[src/rtl/mem_lsu.sv]
// Memory-access stage: forwards write-back for ALU ops and runs a req/ack data-bus
// transaction for loads/stores with lane selects, alignment checks and timeout.
module mem_lsu #(
  parameter int DATA_W     = 32,
  parameter int ADDR_W     = 32,
  parameter int REG_ADDR_W = 5,
  parameter int TIMEOUT    = 255
) (
  input  logic                  clk,
  input  logic                  rst,
  input  logic                  flush_i,
  input  logic [REG_ADDR_W-1:0] wd_i,
  input  logic                  wreg_i,
  input  logic [DATA_W-1:0]     wdata_i,
  input  logic [DATA_W-1:0]     hi_i,
  input  logic [DATA_W-1:0]     lo_i,
  input  logic                  whilo_i,
  input  logic [3:0]            memop_i,
  input  logic [ADDR_W-1:0]     maddr_i,
  input  logic [DATA_W-1:0]     msdata_i,
  output logic                  mem_req_o,
  output logic                  mem_we_o,
  output logic [ADDR_W-1:0]     mem_addr_o,
  output logic [DATA_W/8-1:0]   mem_sel_o,
  output logic [DATA_W-1:0]     mem_wdata_o,
  input  logic [DATA_W-1:0]     mem_rdata_i,
  input  logic                  mem_ack_i,
  output logic                  stallreq_o,
  output logic [REG_ADDR_W-1:0] wd_o,
  output logic                  wreg_o,
  output logic [DATA_W-1:0]     wdata_o,
  output logic [DATA_W-1:0]     hi_o,
  output logic [DATA_W-1:0]     lo_o,
  output logic                  whilo_o,
  output logic                  align_err_o,
  output logic                  bus_err_o
);

  localparam int SEL_W = DATA_W / 8;
  localparam int OFF_W = $clog2(SEL_W);
  localparam int CNT_W = 16;

  localparam logic [3:0] OP_LB  = 4'd1;
  localparam logic [3:0] OP_LBU = 4'd2;
  localparam logic [3:0] OP_LH  = 4'd3;
  localparam logic [3:0] OP_LHU = 4'd4;
  localparam logic [3:0] OP_LW  = 4'd5;
  localparam logic [3:0] OP_SB  = 4'd6;
  localparam logic [3:0] OP_SH  = 4'd7;
  localparam logic [3:0] OP_SW  = 4'd8;

  typedef enum logic {IDLE, WAIT} state_e;

  state_e                state_q, state_d;
  logic                  mem_req_q, mem_req_d;
  logic                  mem_we_q, mem_we_d;
  logic [ADDR_W-1:0]     mem_addr_q, mem_addr_d;
  logic [SEL_W-1:0]      mem_sel_q, mem_sel_d;
  logic [DATA_W-1:0]     mem_wdata_q, mem_wdata_d;
  logic [REG_ADDR_W-1:0] wd_q, wd_d;
  logic                  wreg_q, wreg_d;
  logic [DATA_W-1:0]     wdata_q, wdata_d;
  logic [DATA_W-1:0]     hi_q, hi_d;
  logic [DATA_W-1:0]     lo_q, lo_d;
  logic                  whilo_q, whilo_d;
  logic                  align_err_q, align_err_d;
  logic                  bus_err_q, bus_err_d;

  // Copies of the instruction taken when the bus transaction starts
  logic [3:0]            op_h_q, op_h_d;
  logic [OFF_W-1:0]      off_h_q, off_h_d;
  logic [REG_ADDR_W-1:0] wd_h_q, wd_h_d;
  logic                  wreg_h_q, wreg_h_d;
  logic [DATA_W-1:0]     hi_h_q, hi_h_d;
  logic [DATA_W-1:0]     lo_h_q, lo_h_d;
  logic                  whilo_h_q, whilo_h_d;
  logic                  kill_q, kill_d;
  logic [CNT_W-1:0]      cnt_q, cnt_d;

  logic                  is_mem, is_store, is_load_h, aligned, timeout, kill_now;
  logic [OFF_W-1:0]      off;
  logic [SEL_W-1:0]      req_sel;
  logic [DATA_W-1:0]     req_wdata, rd_shift, load_data;

  assign mem_req_o   = mem_req_q;
  assign mem_we_o    = mem_we_q;
  assign mem_addr_o  = mem_addr_q;
  assign mem_sel_o   = mem_sel_q;
  assign mem_wdata_o = mem_wdata_q;
  assign wd_o        = wd_q;
  assign wreg_o      = wreg_q;
  assign wdata_o     = wdata_q;
  assign hi_o        = hi_q;
  assign lo_o        = lo_q;
  assign whilo_o     = whilo_q;
  assign align_err_o = align_err_q;
  assign bus_err_o   = bus_err_q;

  // Decode of the incoming request and of the held load
  always_comb begin
    off       = maddr_i[OFF_W-1:0];
    is_mem    = (memop_i >= OP_LB) && (memop_i <= OP_SW);
    is_store  = (memop_i >= OP_SB) && (memop_i <= OP_SW);
    aligned   = 1'b1;
    req_sel   = '0;
    req_wdata = '0;
    case (memop_i)
      OP_LB, OP_LBU, OP_SB: begin
        req_sel   = SEL_W'(1) << off;
        req_wdata = {SEL_W{msdata_i[7:0]}};
      end
      OP_LH, OP_LHU, OP_SH: begin
        aligned   = ~off[0];
        req_sel   = SEL_W'(3) << off;
        req_wdata = {(SEL_W/2){msdata_i[15:0]}};
      end
      OP_LW, OP_SW: begin
        aligned   = (off == '0);
        req_sel   = '1;
        req_wdata = msdata_i;
      end
      default: ;
    endcase

    is_load_h = (op_h_q >= OP_LB) && (op_h_q <= OP_LW);
    rd_shift  = mem_rdata_i >> {off_h_q, 3'b000};
    case (op_h_q)
      OP_LB:   load_data = {{(DATA_W-8){rd_shift[7]}}, rd_shift[7:0]};
      OP_LBU:  load_data = {{(DATA_W-8){1'b0}}, rd_shift[7:0]};
      OP_LH:   load_data = {{(DATA_W-16){rd_shift[15]}}, rd_shift[15:0]};
      OP_LHU:  load_data = {{(DATA_W-16){1'b0}}, rd_shift[15:0]};
      default: load_data = mem_rdata_i;
    endcase

    timeout  = (cnt_q == CNT_W'(TIMEOUT - 1));
    kill_now = kill_q | flush_i;
  end

  always_comb begin
    state_d     = state_q;
    mem_req_d   = mem_req_q;
    mem_we_d    = mem_we_q;
    mem_addr_d  = mem_addr_q;
    mem_sel_d   = mem_sel_q;
    mem_wdata_d = mem_wdata_q;
    op_h_d      = op_h_q;
    off_h_d     = off_h_q;
    wd_h_d      = wd_h_q;
    wreg_h_d    = wreg_h_q;
    hi_h_d      = hi_h_q;
    lo_h_d      = lo_h_q;
    whilo_h_d   = whilo_h_q;
    kill_d      = kill_q;
    cnt_d       = cnt_q;
    wd_d        = '0;
    wreg_d      = 1'b0;
    wdata_d     = '0;
    hi_d        = '0;
    lo_d        = '0;
    whilo_d     = 1'b0;
    align_err_d = 1'b0;
    bus_err_d   = 1'b0;
    stallreq_o  = 1'b0;

    case (state_q)
      IDLE: begin
        if (flush_i || !is_mem) begin
          wd_d    = wd_i;
          wreg_d  = wreg_i & ~flush_i;
          wdata_d = wdata_i;
          hi_d    = hi_i;
          lo_d    = lo_i;
          whilo_d = whilo_i & ~flush_i;
        end else if (!aligned) begin
          align_err_d = 1'b1;
        end else begin
          stallreq_o  = 1'b1;
          mem_req_d   = 1'b1;
          mem_we_d    = is_store;
          mem_addr_d  = maddr_i & ~ADDR_W'(SEL_W - 1);
          mem_sel_d   = req_sel;
          mem_wdata_d = req_wdata;
          op_h_d      = memop_i;
          off_h_d     = off;
          wd_h_d      = wd_i;
          wreg_h_d    = wreg_i;
          hi_h_d      = hi_i;
          lo_h_d      = lo_i;
          whilo_h_d   = whilo_i;
          kill_d      = 1'b0;
          cnt_d       = '0;
          state_d     = WAIT;
        end
      end

      WAIT: begin
        stallreq_o = ~mem_ack_i & ~timeout;
        if (mem_ack_i || timeout) begin
          state_d     = IDLE;
          mem_req_d   = 1'b0;
          mem_we_d    = 1'b0;
          mem_addr_d  = '0;
          mem_sel_d   = '0;
          mem_wdata_d = '0;
          kill_d      = 1'b0;
          cnt_d       = '0;
        end else begin
          cnt_d  = cnt_q + CNT_W'(1);
          kill_d = kill_now;
        end
        // An ack wins over a timeout landing in the same cycle
        if (mem_ack_i) begin
          wd_d    = wd_h_q;
          wreg_d  = wreg_h_q & is_load_h & ~kill_now;
          wdata_d = is_load_h ? load_data : '0;
          hi_d    = hi_h_q;
          lo_d    = lo_h_q;
          whilo_d = whilo_h_q & ~kill_now;
        end else if (timeout) begin
          bus_err_d = 1'b1;
        end
      end

      default: state_d = IDLE;
    endcase
  end

  always_ff @(posedge clk) begin
    if (rst) begin
      state_q     <= IDLE;
      mem_req_q   <= 1'b0;
      mem_we_q    <= 1'b0;
      mem_addr_q  <= '0;
      mem_sel_q   <= '0;
      mem_wdata_q <= '0;
      wd_q        <= '0;
      wreg_q      <= 1'b0;
      wdata_q     <= '0;
      hi_q        <= '0;
      lo_q        <= '0;
      whilo_q     <= 1'b0;
      align_err_q <= 1'b0;
      bus_err_q   <= 1'b0;
      op_h_q      <= '0;
      off_h_q     <= '0;
      wd_h_q      <= '0;
      wreg_h_q    <= 1'b0;
      hi_h_q      <= '0;
      lo_h_q      <= '0;
      whilo_h_q   <= 1'b0;
      kill_q      <= 1'b0;
      cnt_q       <= '0;
    end else begin
      state_q     <= state_d;
      mem_req_q   <= mem_req_d;
      mem_we_q    <= mem_we_d;
      mem_addr_q  <= mem_addr_d;
      mem_sel_q   <= mem_sel_d;
      mem_wdata_q <= mem_wdata_d;
      wd_q        <= wd_d;
      wreg_q      <= wreg_d;
      wdata_q     <= wdata_d;
      hi_q        <= hi_d;
      lo_q        <= lo_d;
      whilo_q     <= whilo_d;
      align_err_q <= align_err_d;
      bus_err_q   <= bus_err_d;
      op_h_q      <= op_h_d;
      off_h_q     <= off_h_d;
      wd_h_q      <= wd_h_d;
      wreg_h_q    <= wreg_h_d;
      hi_h_q      <= hi_h_d;
      lo_h_q      <= lo_h_d;
      whilo_h_q   <= whilo_h_d;
      kill_q      <= kill_d;
      cnt_q       <= cnt_d;
    end
  end

endmodule

[config.mk]
export PLATFORM = sky130hd
export DESIGN_NAME = mem_lsu
export DESIGN_NICKNAME = d
export VERILOG_FILES = /design/src/rtl/mem_lsu.sv
export SDC_FILE = /design/constraint.sdc
export NUM_CORES = 1
export LEC_CHECK = 0
export BUFFER_PORTS_ARGS = -buffer_cell sky130_fd_sc_hd__clkbuf_2
export CAP_MARGIN = 20
export CELL_PAD_IN_SITES_DETAIL_PLACEMENT = 1
export CELL_PAD_IN_SITES_GLOBAL_PLACEMENT = 2
export CORE_MARGIN = 1
export CORE_UTILIZATION = 31
export DETAILED_ROUTE_END_ITERATION = 8
export GPL_ROUTABILITY_DRIVEN = 0
export GPL_TIMING_DRIVEN = 1
export PLACE_DENSITY = 0.88
export SLEW_MARGIN = 20
export SYNTH_ARGS = -nofsm -noshare
export SYNTH_HDL_FRONTEND = slang
export SYNTH_SLANG_ARGS = --single-unit
[constraint.sdc]
create_clock -name clk -period 3.9 [get_ports clk]
set_input_delay 0.39 -clock clk [delete_from_list [all_inputs] [get_ports clk]]
set_output_delay 0.39 -clock clk [all_outputs]
set_load 0.1 [all_outputs]
==> reports/metrics.cfg <==
[outcome]
outcome=completed

[routing]
via_per_inst=5.16
drtIter0Drc=400
via_count=10500
drtPass1Iterations=5
drcViolationCount=0
wl_per_cell_um=19.2
routed_wl_um=38900
ant_nets=0

[synth]
ys.warnings.count=0
yosysSeqAreaShare_pct=48.6
synth_top_area_cell=dfxtp_1
netlist_instances=1220
yosysTopAreaCellShare_pct=48.6
synth.cell_area_sq_um=11000
synth-edff-count=0
ys.flop_type=dfxtp_1
async_flop_share_pct=0
synthDistinctLibCells=66
synth_seq_cells=268
avgSynthCellArea_sq_um=9.05
ys_top_cells_by_area=dfxtp_1, mux2i_1, nand2_1

[power]
clock_power_share_pct=39.5
p_sw_share_pct=32.4
p_leak_uw=0.00630
pwr-share-seq_pct=40.5
power.density_nw_per_um2=504
netSwitchingPower_uw=2350
p_comb_share_pct=20.0
ir_drop_v=0.000366
p_int_uw=4890

[grt]
track_usage_pct=20.6
busiest_layer=met2
grt_use_met1_pct=22.7
use_met2_pct=36.8
grt_pass1_vias=10800
global_route.usage.met3_pct=6.37
antenna_found_initial=3
gr-total-overflow=0
grt_pass1_wl_um=59400
grt_max_degree=113

[worst_hold_path]
hp-class=primary input to register
hp-start=wdata_i[9]
whs_endpoint=wdata_o[9]
hold_depth=2

[worst_setup_path]
worstRegToRegCells=8
crit_fanout=28
worstPathRequired_ns=3.51
startpoint_type=register
startpoint=cnt_q[8]
critPathSlowestCell=or4_1
end_kind=output pin
crit_buf_inv=2
cpLargestDelayFamily=simple AND/OR/NAND/NOR gates
reg2reg_slack_ns=1.12
r2r_start=cnt_q[0]
slowest_delay_ns=0.57
worstPathArrival_ns=2.60
path_class=register to output pin
r2r_end=mem_addr_o[5]
path_cells=or4_1 > nor2_2 > a31oi_2 > buf_4 > or2_2 > buf_12

[clocking]
cts_tree=done
cts.repair.resized=0
clock-sinks=268
htree_levels=1
clk_latency_ns=0.56
path_clk_slew_ns=0.06
tritoncts.num_buffers=30
cts_buffer_depth=3
cts_setup_buffers=0
cts_hold_buf=0
clock-root-buffer=clkbuf_16

[timing]
slew_viol_final=0
fin_ws_ns=0.912
hold_viol=0
rsz0062_at_grt=false
setup_viol=0
tns_ns=0
layout_min_cycle_time_ns=2.99
fmax_mhz=335
max_slew_margin_pct=28.9
tightest_slew_ns=1.06
fin_crit_sh_pct=76.6
fin_worst_skew_ns=0.0119

[layout]
area_delta_synth_final_pct=30.1
layout.nets=1756
drive_gt1_share_pct=30.6

[floorplanning]
dieArea_sq_um=36400
start_util_pct=31.7
die_x_um=191
ios=383
core_area_sq_um=34800
rows=68
chipHeight_um=191

[placement]
place_ws_ns=0.781
port_buffers=380
place_hpwl_um=27700

[run]
drv_cap=0

==> worst max-delay path by stage <==
stage | to | slack (ns) | cells past startpoint
6_report | stallreq_o | 0.91 | 6
5_1_grt | stallreq_o | 0.81 | 6
4_1_cts | wdata_o[9] | 0.80 | 5
3_5_place_dp | mem_addr_o[5] | 0.78 | 7
3_3_place_gp | mem_addr_o[5] | 0.85 | 7
2_1_floorplan | stallreq_o | 1.51 | 5
==> logic make-up after synthesis <==
logic type               share of synthesized area [%]
AND/OR/NAND/NOR                                   14.8
flip-flops                                        48.6
buffers and inverters                             4.62
AO/OA/AOI/OAI                                     23.6
multiplexers                                      8.11
other                                           0.0340
adder cells (fa/ha/maj)                          0.227
==> cells in the final DEF (no fill, tap or decap), types with 7 or more instances in the layout <==
cell type,n
a21o_1,12
a21oi_1,28
a22o_1,70
a22oi_1,101
a311oi_1,10
and3_1,10
buf_4,19
clkbuf_16,31
clkbuf_2,378
clkbuf_8,9
dfxtp_1,267
inv_1,8
mux2i_1,85
nand2_1,209
nand2b_1,7
nand3_1,9
nor2_1,99
nor3_1,7
o21ai_0,76
o2bb2ai_1,11
o31ai_1,9
==> state kept, by name (all words and copies together) (netlist names), 2 cells and up <==
register     cells
wd_o             5
wdata_o         32
off_h_q          2
mem_addr_o      30
op_h_q           4
hi_h_q          32
mem_wdata_o     32
hi_o            32
lo_o            32
mem_sel_o        4
lo_h_q          32
wd_h_q           5
cnt_q           16
==> routing by layer <==
layer | routed length, um | share of wire (%)
met5 | 13 | 0.033
met4 | 1370 | 3.5
met3 | 3160 | 8.1
met2 | 19000 | 49
met1 | 15400 | 40
==> final cells by class <==
class                           instances  area [sq um]
Antenna cell                            1          2.50
Clock buffer                           45           918
Clock inverter                         11          93.8
Fill cell                            4132         20400
Inverter                               10          40.0
Multi-Input combinational cell        834          5240
Sequential cell                       268          5370
Tap cell                              455           569
Timing Repair Buffer                  403          2150
==> power groups by stage <==
stage / Clock (uW) / Combinational [uW] / Sequential [uW]
after floorplan: 0 / 438 / 3630
final: 2860 / 1450 / 2930
after global placement: 0 / 1440 / 2990
after global routing: 3050 / 1530 / 2940
after detailed placement: 0 / 1460 / 2990
after CTS: 2950 / 1460 / 2930
==> worst register-to-register path: stages (launching register included) <==
cell and delay (ns):
dfxtp_1 0.37, inv_1 0.06, ha_1 0.19, nand4b_1 0.11
nor2_2 0.07, a31o_1 0.35, a21oi_4 0.85, buf_4 0.50
a22o_1 0.22
==> cell usage after synthesis (3+ instances only) <==
cell type  instances
a22o_1            70
a31oi_1            5
and2_1             4
a21o_1            12
o31ai_1            9
a32oi_1            3
and3_1            10
nor2b_1            6
a41oi_1            4
o21a_1             4
buf_4              4
nor3_1             9
a311oi_1          10
o21ai_0           76
nor2_1            99
buf_6              3
o31a_1             3
mux2i_1           85
a31o_2             4
clkbuf_1          73
inv_1              8
nand2b_1           7
a21oi_1           29
nand3_1            9
o2bb2ai_1         11
dfxtp_1          268
nand3b_1           4
a22oi_1          101
nand2_1          209
and3b_1            6
buf_1              8
buf_2             21
==> metrics by stage <==
stage | hold WS (ns) | instance area (sq um) | instances | utilization (%) | power [uW]
6_report | 0.0280 | 14400 | 2027 | 41.3 | 7240
5_1_grt | 0.0147 | 14400 | 2027 | 41.3 | 7520
4_1_cts | 0.00454 | 14400 | 2025 | 41.2 | 7340
3_5_place_dp | 0.449 | 13300 | 1969 | 38.3 | 4450
3_3_place_gp | 0.436 | 13300 | 1969 | 38.3 | 4430
2_1_floorplan | 0.434 | 11000 | 1221 | - | 4070
(Power assumes the default switching activity.)
